### config.mk
export PLATFORM = sky130hd
export DESIGN_NAME = leaf_config_sequencer_flat
export DESIGN_NICKNAME = d
export VERILOG_FILES = /design/src/rtl/leaf_config_sequencer_pkg.sv /design/src/rtl/leaf_config_sequencer_if.sv /design/src/rtl/leaf_config_table.sv /design/src/rtl/leaf_config_sequencer.sv /design/src/flat_wrapper.sv
export SDC_FILE = /design/constraint.sdc
export NUM_CORES = 1
export LEC_CHECK = 0
export BUFFER_PORTS_ARGS = -buffer_cell sky130_fd_sc_hd__buf_2
export CORE_ASPECT_RATIO = 1.25
export CORE_MARGIN = 10
export CORE_UTILIZATION = 30
export DETAILED_ROUTE_END_ITERATION = 6
export RECOVER_POWER = 25
export REMOVE_ABC_BUFFERS = 1
export SLEW_MARGIN = 20
export SYNTH_ARGS = -nofsm -noshare
export SYNTH_HDL_FRONTEND = slang
export SYNTH_SLANG_ARGS = --single-unit
### constraint.sdc
create_clock -name clk -period 8.2 [get_ports clk]
set_clock_uncertainty 0.1 [all_clocks]
set_input_delay 0.41 -clock clk [delete_from_list [all_inputs] [get_ports clk]]
set_output_delay 0.41 -clock clk [all_outputs]
set_load 0.02 [all_outputs]
### src/rtl/leaf_config_sequencer_pkg.sv
// rtl/leaf_config_sequencer_pkg.sv - packet layout, port constants, FSM encoding, packet builder
package leaf_config_sequencer_pkg;

  // BFT packet layout: {valid, leaf, port, zeros, payload}
  localparam int PACKET_BITS   = 49;
  localparam int PAYLOAD_BITS  = 32;
  localparam int NUM_LEAF_BITS = 3;
  localparam int NUM_PORT_BITS = 4;
  localparam int VALID_BIT     = PACKET_BITS - 1;
  localparam int LEAF_LSB      = VALID_BIT - NUM_LEAF_BITS;
  localparam int PORT_LSB      = LEAF_LSB - NUM_PORT_BITS;

  localparam int TABLE_DEPTH = 16;
  localparam int ADDR_BITS   = $clog2(TABLE_DEPTH);
  localparam int NUM_LEAVES  = 2 ** NUM_LEAF_BITS;
  localparam int CFG_BITS    = NUM_LEAF_BITS + PAYLOAD_BITS;

  localparam int unsigned DEFAULT_MAX_RETRY = 255;

  localparam logic [NUM_PORT_BITS-1:0] PORT_CONFIG = '0;
  localparam logic [NUM_PORT_BITS-1:0] PORT_START  = NUM_PORT_BITS'(1);

  typedef enum logic [2:0] {
    ST_IDLE,
    ST_FETCH,
    ST_SEND,
    ST_START_SCAN,
    ST_START_SEND,
    ST_FINISH
  } seq_state_e;

  function automatic logic [PACKET_BITS-1:0] build_packet(
    input logic [NUM_LEAF_BITS-1:0] leaf,
    input logic [NUM_PORT_BITS-1:0] port,
    input logic [PAYLOAD_BITS-1:0]  payload
  );
    logic [PACKET_BITS-1:0] pkt;
    pkt                              = '0;
    pkt[VALID_BIT]                   = 1'b1;
    pkt[LEAF_LSB +: NUM_LEAF_BITS]   = leaf;
    pkt[PORT_LSB +: NUM_PORT_BITS]   = port;
    pkt[PAYLOAD_BITS-1:0]            = payload;
    return pkt;
  endfunction

endpackage

### src/rtl/leaf_config_sequencer_if.sv
// rtl/leaf_config_sequencer_if.sv - host register / BFT injection bundle for the sequencer
// master: host and BFT side (drives cfg_*, num_entries, start_leaf_mask, start, resend)
// slave:  sequencer side (drives dout_leaf_interface2bft, busy, done, error)
interface leaf_config_sequencer_if;
  import leaf_config_sequencer_pkg::*;

  logic                   cfg_wr_en;
  logic [ADDR_BITS-1:0]   cfg_wr_addr;
  logic [CFG_BITS-1:0]    cfg_wr_data;
  logic [ADDR_BITS:0]     num_entries;
  logic [NUM_LEAVES-1:0]  start_leaf_mask;
  logic                   start;
  logic [PACKET_BITS-1:0] dout_leaf_interface2bft;
  logic                   resend;
  logic                   busy;
  logic                   done;
  logic                   error;

  modport master (
    output cfg_wr_en, cfg_wr_addr, cfg_wr_data, num_entries, start_leaf_mask, start, resend,
    input  dout_leaf_interface2bft, busy, done, error
  );

  modport slave (
    input  cfg_wr_en, cfg_wr_addr, cfg_wr_data, num_entries, start_leaf_mask, start, resend,
    output dout_leaf_interface2bft, busy, done, error
  );

endinterface

### src/rtl/leaf_config_table.sv
// rtl/leaf_config_table.sv - configuration word RAM, one write port, registered read port
// clk_i: clock; wr_*: write port; rd_en_i/rd_addr_i: read request; rd_data_o: data one cycle later
module leaf_config_table
  import leaf_config_sequencer_pkg::*;
(
  input  logic                 clk_i,
  input  logic                 wr_en_i,
  input  logic [ADDR_BITS-1:0] wr_addr_i,
  input  logic [CFG_BITS-1:0]  wr_data_i,
  input  logic                 rd_en_i,
  input  logic [ADDR_BITS-1:0] rd_addr_i,
  output logic [CFG_BITS-1:0]  rd_data_o
);

  // Contents survive reset so the host need not reload after an abort.
  logic [CFG_BITS-1:0] mem_q [TABLE_DEPTH];
  logic [CFG_BITS-1:0] rd_data_q;

  always_ff @(posedge clk_i) begin
    if (wr_en_i) begin
      mem_q[wr_addr_i] <= wr_data_i;
    end
    if (rd_en_i) begin
      rd_data_q <= mem_q[rd_addr_i];
    end
  end

  assign rd_data_o = rd_data_q;

endmodule

### src/rtl/leaf_config_sequencer.sv
// rtl/leaf_config_sequencer.sv - emits table config packets then per-leaf start packets into the BFT
// clk, reset: clock and synchronous active-high reset
// bus (slave): host config/start inputs, BFT packet output with resend back-pressure, status flags
module leaf_config_sequencer
  import leaf_config_sequencer_pkg::*;
#(
  parameter int unsigned MAX_RETRY = DEFAULT_MAX_RETRY
) (
  input logic                    clk,
  input logic                    reset,
  leaf_config_sequencer_if.slave bus
);

  localparam int RETRY_BITS = $clog2(MAX_RETRY + 1);
  localparam int IDX_BITS   = ADDR_BITS + 1;
  localparam int LP_BITS    = NUM_LEAF_BITS + 1;

  seq_state_e             state_q;
  logic [IDX_BITS-1:0]    idx_q;
  logic [IDX_BITS-1:0]    num_q;
  logic [NUM_LEAVES-1:0]  mask_q;
  logic [LP_BITS-1:0]     lp_q;
  logic [RETRY_BITS-1:0]  retry_q;
  logic [PACKET_BITS-1:0] dout_q;
  logic                   busy_q;
  logic                   done_q;
  logic                   error_q;

  logic                   tbl_wr_en;
  logic                   tbl_rd_en;
  logic [ADDR_BITS-1:0]   tbl_rd_addr;
  logic [CFG_BITS-1:0]    tbl_rd_data;

  logic [IDX_BITS-1:0]      num_sat_d;
  logic [IDX_BITS-1:0]      idx_next_d;
  logic                     retry_exhausted_d;
  logic                     scan_found_d;
  logic [NUM_LEAF_BITS-1:0] scan_leaf_d;

  assign tbl_wr_en         = bus.cfg_wr_en && !busy_q;
  assign num_sat_d         = (bus.num_entries > IDX_BITS'(TABLE_DEPTH)) ? IDX_BITS'(TABLE_DEPTH)
                                                                        : bus.num_entries;
  assign idx_next_d        = idx_q + IDX_BITS'(1);
  assign retry_exhausted_d = (retry_q == RETRY_BITS'(MAX_RETRY - 1));

  // The read is launched on the edge that enters FETCH, so the word is
  // already in the RAM output register during FETCH and SEND can present
  // a registered packet one cycle later: two cycles per entry.
  always_comb begin
    tbl_rd_en   = 1'b0;
    tbl_rd_addr = idx_next_d[ADDR_BITS-1:0];
    case (state_q)
      ST_IDLE: begin
        tbl_rd_en   = bus.start;
        tbl_rd_addr = '0;
      end
      ST_SEND: tbl_rd_en = !bus.resend;
      default: tbl_rd_en = 1'b0;
    endcase
  end

  // Lowest set mask bit at or above the leaf pointer, found in one cycle so
  // sparse or empty masks do not cost a cycle per leaf.
  always_comb begin
    scan_found_d = 1'b0;
    scan_leaf_d  = '0;
    for (int i = NUM_LEAVES - 1; i >= 0; i--) begin
      if (mask_q[i] && (LP_BITS'(i) >= lp_q)) begin
        scan_found_d = 1'b1;
        scan_leaf_d  = NUM_LEAF_BITS'(i);
      end
    end
  end

  leaf_config_table u_table (
    .clk_i     (clk),
    .wr_en_i   (tbl_wr_en),
    .wr_addr_i (bus.cfg_wr_addr),
    .wr_data_i (bus.cfg_wr_data),
    .rd_en_i   (tbl_rd_en),
    .rd_addr_i (tbl_rd_addr),
    .rd_data_o (tbl_rd_data)
  );

  always_ff @(posedge clk) begin
    if (reset) begin
      state_q <= ST_IDLE;
      idx_q   <= '0;
      num_q   <= '0;
      mask_q  <= '0;
      lp_q    <= '0;
      retry_q <= '0;
      dout_q  <= '0;
      busy_q  <= 1'b0;
      done_q  <= 1'b0;
      error_q <= 1'b0;
    end else begin
      case (state_q)
        ST_IDLE: begin
          dout_q <= '0;
          done_q <= 1'b0;
          if (bus.start) begin
            num_q   <= num_sat_d;
            mask_q  <= bus.start_leaf_mask;
            error_q <= 1'b0;
            busy_q  <= 1'b1;
            idx_q   <= '0;
            lp_q    <= '0;
            retry_q <= '0;
            state_q <= (num_sat_d != '0) ? ST_FETCH : ST_START_SCAN;
          end
        end

        ST_FETCH: begin
          dout_q  <= build_packet(tbl_rd_data[CFG_BITS-1:PAYLOAD_BITS], PORT_CONFIG,
                                  tbl_rd_data[PAYLOAD_BITS-1:0]);
          retry_q <= '0;
          state_q <= ST_SEND;
        end

        ST_SEND: begin
          if (bus.resend) begin
            if (retry_exhausted_d) begin
              error_q <= 1'b1;
              busy_q  <= 1'b0;
              dout_q  <= '0;
              state_q <= ST_IDLE;
            end else begin
              retry_q <= retry_q + RETRY_BITS'(1);
            end
          end else begin
            dout_q  <= '0;
            retry_q <= '0;
            idx_q   <= idx_next_d;
            state_q <= (idx_next_d == num_q) ? ST_START_SCAN : ST_FETCH;
          end
        end

        ST_START_SCAN: begin
          if (scan_found_d) begin
            lp_q    <= {1'b0, scan_leaf_d};
            dout_q  <= build_packet(scan_leaf_d, PORT_START, PAYLOAD_BITS'(1));
            retry_q <= '0;
            state_q <= ST_START_SEND;
          end else begin
            busy_q  <= 1'b0;
            done_q  <= 1'b1;
            state_q <= ST_FINISH;
          end
        end

        ST_START_SEND: begin
          if (bus.resend) begin
            if (retry_exhausted_d) begin
              error_q <= 1'b1;
              busy_q  <= 1'b0;
              dout_q  <= '0;
              state_q <= ST_IDLE;
            end else begin
              retry_q <= retry_q + RETRY_BITS'(1);
            end
          end else begin
            dout_q  <= '0;
            retry_q <= '0;
            lp_q    <= lp_q + LP_BITS'(1);
            state_q <= ST_START_SCAN;
          end
        end

        ST_FINISH: begin
          done_q  <= 1'b0;
          state_q <= ST_IDLE;
        end

        default: state_q <= ST_IDLE;
      endcase
    end
  end

  assign bus.dout_leaf_interface2bft = dout_q;
  assign bus.busy                    = busy_q;
  assign bus.done                    = done_q;
  assign bus.error                   = error_q;

endmodule

### src/flat_wrapper.sv
// flat-port wrapper written by rule: the top's interface ports become plain ports
module leaf_config_sequencer_flat import leaf_config_sequencer_pkg::*;
#(
  parameter int unsigned MAX_RETRY = DEFAULT_MAX_RETRY
)
  (clk, reset, bus_cfg_wr_en, bus_cfg_wr_addr, bus_cfg_wr_data, bus_num_entries, bus_start_leaf_mask, bus_start, bus_resend, bus_dout_leaf_interface2bft, bus_busy, bus_done, bus_error);
  leaf_config_sequencer_if bus_i ();
  input logic clk;
  input logic reset;
  input wire logic [$bits(bus_i.cfg_wr_en)-1:0] bus_cfg_wr_en;
  input wire logic [$bits(bus_i.cfg_wr_addr)-1:0] bus_cfg_wr_addr;
  input wire logic [$bits(bus_i.cfg_wr_data)-1:0] bus_cfg_wr_data;
  input wire logic [$bits(bus_i.num_entries)-1:0] bus_num_entries;
  input wire logic [$bits(bus_i.start_leaf_mask)-1:0] bus_start_leaf_mask;
  input wire logic [$bits(bus_i.start)-1:0] bus_start;
  input wire logic [$bits(bus_i.resend)-1:0] bus_resend;
  output wire logic [$bits(bus_i.dout_leaf_interface2bft)-1:0] bus_dout_leaf_interface2bft;
  output wire logic [$bits(bus_i.busy)-1:0] bus_busy;
  output wire logic [$bits(bus_i.done)-1:0] bus_done;
  output wire logic [$bits(bus_i.error)-1:0] bus_error;
  assign bus_i.cfg_wr_en = bus_cfg_wr_en;
  assign bus_i.cfg_wr_addr = bus_cfg_wr_addr;
  assign bus_i.cfg_wr_data = bus_cfg_wr_data;
  assign bus_i.num_entries = bus_num_entries;
  assign bus_i.start_leaf_mask = bus_start_leaf_mask;
  assign bus_i.start = bus_start;
  assign bus_i.resend = bus_resend;
  assign bus_dout_leaf_interface2bft = bus_i.dout_leaf_interface2bft;
  assign bus_busy = bus_i.busy;
  assign bus_done = bus_i.done;
  assign bus_error = bus_i.error;
  leaf_config_sequencer #(.MAX_RETRY(MAX_RETRY)) u_core (.clk(clk), .reset(reset), .bus(bus_i));
endmodule
==> metrics.txt <==
flip-flop and latch area=19300 µm²; outcome=complete, no violations; Slew HR=0.267; nets=2082; CP max stage delay=0.83 ns; Reg2Reg Depth=8; Synth Instances=1945; top cell type's share of synthesized area=0.670; YS warnings=0; Mapped Area=26700 µm²; I/O Pins=109; Worst Tran Pin Value=1.10 ns; grt total ovfl=0; peak supply drop=0.000148 V; synthesized flop and latch total=668; r2r setup slk=4.30 ns; hold wc startpoint=bus_cfg_wr_data[0]; Finish-stage setup viols=0; CP max-delay cell=dfxtp_4; initial antenna violation count=10; Synth cell types=70; Req. time, crit path=8.39 ns; Final Wtd Congestion=0.787; # Max-Cap Violations=0; CP Cell Sequence=ha_1 -> xnor2_1 -> nor2_4 -> buf_4 -> buf_4 -> a21oi_1 -> a221oi_1 -> a21oi_1; H-tree depth=3; Synth Area in XOR/XNOR=0.00361; Slew Limit Fails=0; crit path kind=flip-flop to flip-flop; CTS tree=done; Detailed Place HPWL=34000 µm; FILL cells=8487; largest family of logic cells by synthesized area=compound AO/OA/AOI/OAI gates; CTS clk-pin slew, worst paths=0.06 ns; Initial DRC Count=1493; Fin. Hold Viols=0; clock tree buffer depth=3; Residual DRC=0; post-CTS setup buffers=0; synthesized area per cell=13.7 µm²; Starting Density=0.302; Crit path arrival time=4.09 ns; Die H=353 µm; vias per cell=5.02; CTS sink cnt=668; register area share after synthesis=0.725; mux contribution to synthesized area=0.0411; Setup crit end kind=flip-flop; Fmax achieved=0.256 GHz; input/output buffers=96; R2R Path End=u_core.u_table.rd_data_o[27]; Post-synth EDFFs=595; Hold Path Sink=u_core.u_table.mem_q[10][0]; RSZ-0062 raised after global routing=false; drt first pass iters=6; Pwr per Cell Area=249 nW/µm²; fin crit share=0.476; Post-Route WL=67300 µm; die area=101000 µm²; Clock Root Buffer=clkbuf_16; area of the multi-input gates=6740 µm²; Compound-Gate Fraction of Synth Area=0.103; vias=16335; worst slack at placement=4.39 ns; WL per Instance=20.7 µm; row count=122; worst hold stages=1; Simple-Gate Fraction of Synth Area=0.0944; Critical Path Fanout Max=76; clock latency on the worst-skew pair=0.60 ns; final core utilization=0.347; critical path startpoint category=flip-flop; leak pwr=9.88 nW; HP Class=input port to flip-flop; Top FF cell, synth=edfxtp_1; Adder-Cell Fraction of Synth Area=0.00319; Area contributors post-synth=edfxtp_1 67%, dfxtp_1 5.5%, nand2_1 4.5%; setup ws final=4.30 ns; post-route ant nets=0; first-pass GRT wire length=99500 µm; Reg2Reg Launch Point=u_core.idx_q[0]; GR Util All Layers=0.128; min Tclk post-route=3.90 ns; Area Overhead vs Synth=14.9%; total CTS buffers=68; vias in the first global route=15691; Die Wd=287 µm; layout cell share with drive strength beyond 1=0.137; Post-synth ARST share=0; largest net degree at the start of global routing=82; area leader, netlist=edfxtp_1; Core Region=88400 µm²
how the worst max path moves through the flow:
| stage | slack, ns | from | cells past startpoint | to |
|---|---|---|---|---|
| global route | 4.11 | u_core.state_q[2] | 7 | u_core.u_table.rd_data_o[27] |
| floorplan | -3.90 | u_core.idx_q[0] | 5 | u_core.u_table.rd_data_o[0] |
| finish | 4.30 | u_core.idx_q[0] | 8 | u_core.u_table.rd_data_o[27] |
| global placement | 4.43 | u_core.idx_q[0] | 6 | u_core.u_table.rd_data_o[29] |
| CTS | 4.34 | u_core.idx_q[0] | 8 | u_core.u_table.rd_data_o[27] |
| detailed placement | 4.39 | u_core.idx_q[0] | 6 | u_core.u_table.rd_data_o[29] |
timing repair:
item / in CTS / in global routing
endpoints found under the hold margin: 9 / 0
hold buffers: 9 / 0
setup endpoints to repair: 0 / 0
gates resized for setup: 0 / 0
area by class of cell:
type,count,share of cell area
Sequential cell,668,0.631
Multi-Input combinational cell,1138,0.220
Clock buffer,88,0.0610
Tap cell,1178,0.0481
Timing Repair Buffer,137,0.0254
Clock inverter,38,0.0136
Inverter,6,0.000735
Antenna cell,4,0.000327
layer usage:
| layer | track usage | vias up | wire, µm |
|---|---|---|---|
| met5 | 0 | - | 54 |
| met4 | 0.0386 | 8 | 1470 |
| met3 | 0.0293 | 119 | 5670 |
| met2 | 0.205 | 563 | 31700 |
| met1 | 0.169 | 8190 | 28500 |
| li1 | - | 7455 | - |
critical path, delay by kind of cell (launching register included):
kind	cells	cell delay (ns)
AO/OA/AOI/OAI	3	0.57
buffers and inverters	2	1.42
XOR/XNOR	1	0.15
AND/OR/NAND/NOR	1	0.10
flip-flops	1	0.83
adder cells (fa/ha/maj)	1	0.34
cells by family (layout without fill, tap and decap cells):
family          Yosys count  count (layout)
flops                   668             668
buf+inv                 150             269
xor+xnor                 11              11
mux                     105             105
fa+ha+maj                 7               7
compound gates          434             434
simple gates            569             569
other cells               1              16
state kept, by name, summed over array words and instances (netlist names):
signal,cells
u_core.u_table.mem_q,560
u_core.bus.dout_leaf_interface2bft,37
u_core.idx_q,5
u_core.lp_q,4
u_core.mask_q,8
u_core.bus.busy,1
u_core.u_table.rd_data_o,35
u_core.bus.done,1
u_core.bus.error,1
u_core.state_q,3
u_core.num_q,5
u_core.retry_q,8
per-stage QoR:
| stage | setup TNS [ns] | instances | total power [mW] | cell area [µm²] | hold WS, ns |
|---|---|---|---|---|---|
| after floorplan | -136.51 | 1812 | 4.33 | 25900 | 0.326 |
| after global placement | 0 | 3118 | 4.52 | 28300 | 0.347 |
| after detailed placement | 0 | 3118 | 4.54 | 28300 | 0.350 |
| after CTS | 0 | 3253 | 7.70 | 30700 | 0.0428 |
| after global routing | 0 | 3253 | 7.91 | 30600 | 0.0972 |
| final | 0 | 3257 | 7.62 | 30600 | 0.0985 |
where the power goes:
part / total, mW / internal, mW / leakage [nW] / switching [mW]
Clock: 3.16 / 1.87 / 1.12 / 1.29
Sequential: 3.85 / 3.80 / 5.98 / 0.0474
Combinational: 0.615 / 0.188 / 2.78 / 0.427
cells in the mapped netlist, types with 38 or more instances:
cell	number
a21oi_1	173
a221oi_1	38
nand3_1	77
edfxtp_1	595
a31oi_1	73
nor2b_1	41
nor2_1	79
buf_2	65
nand2_1	317
mux2i_1	70
dfxtp_1	73
a211oi_1	42
o21ai_0	45
clkbuf_1	49
cell usage in the layout (no fill, tap or decap), types with 6 or more instances in the layout:
cell type,n
a221oi_1,38
dlygate4sd3_1,9
a31oi_1,73
mux2_2,35
nor2_4,17
mux2i_1,70
nor2b_1,39
o21ai_0,45
dfxtp_1,72
clkinv_1,10
a21oi_1,173
clkbuf_16,71
clkinv_2,13
nor3_1,8
nor2_1,64
a22oi_1,34
conb_1,12
buf_4,31
buf_2,68
bufinv_16,8
clkbuf_1,42
ha_1,6
a211oi_1,42
xnor2_1,6
nand3_1,77
edfxtp_1,595
nand2_1,317
No activity file was read; power rests on OpenSTA's default activity.
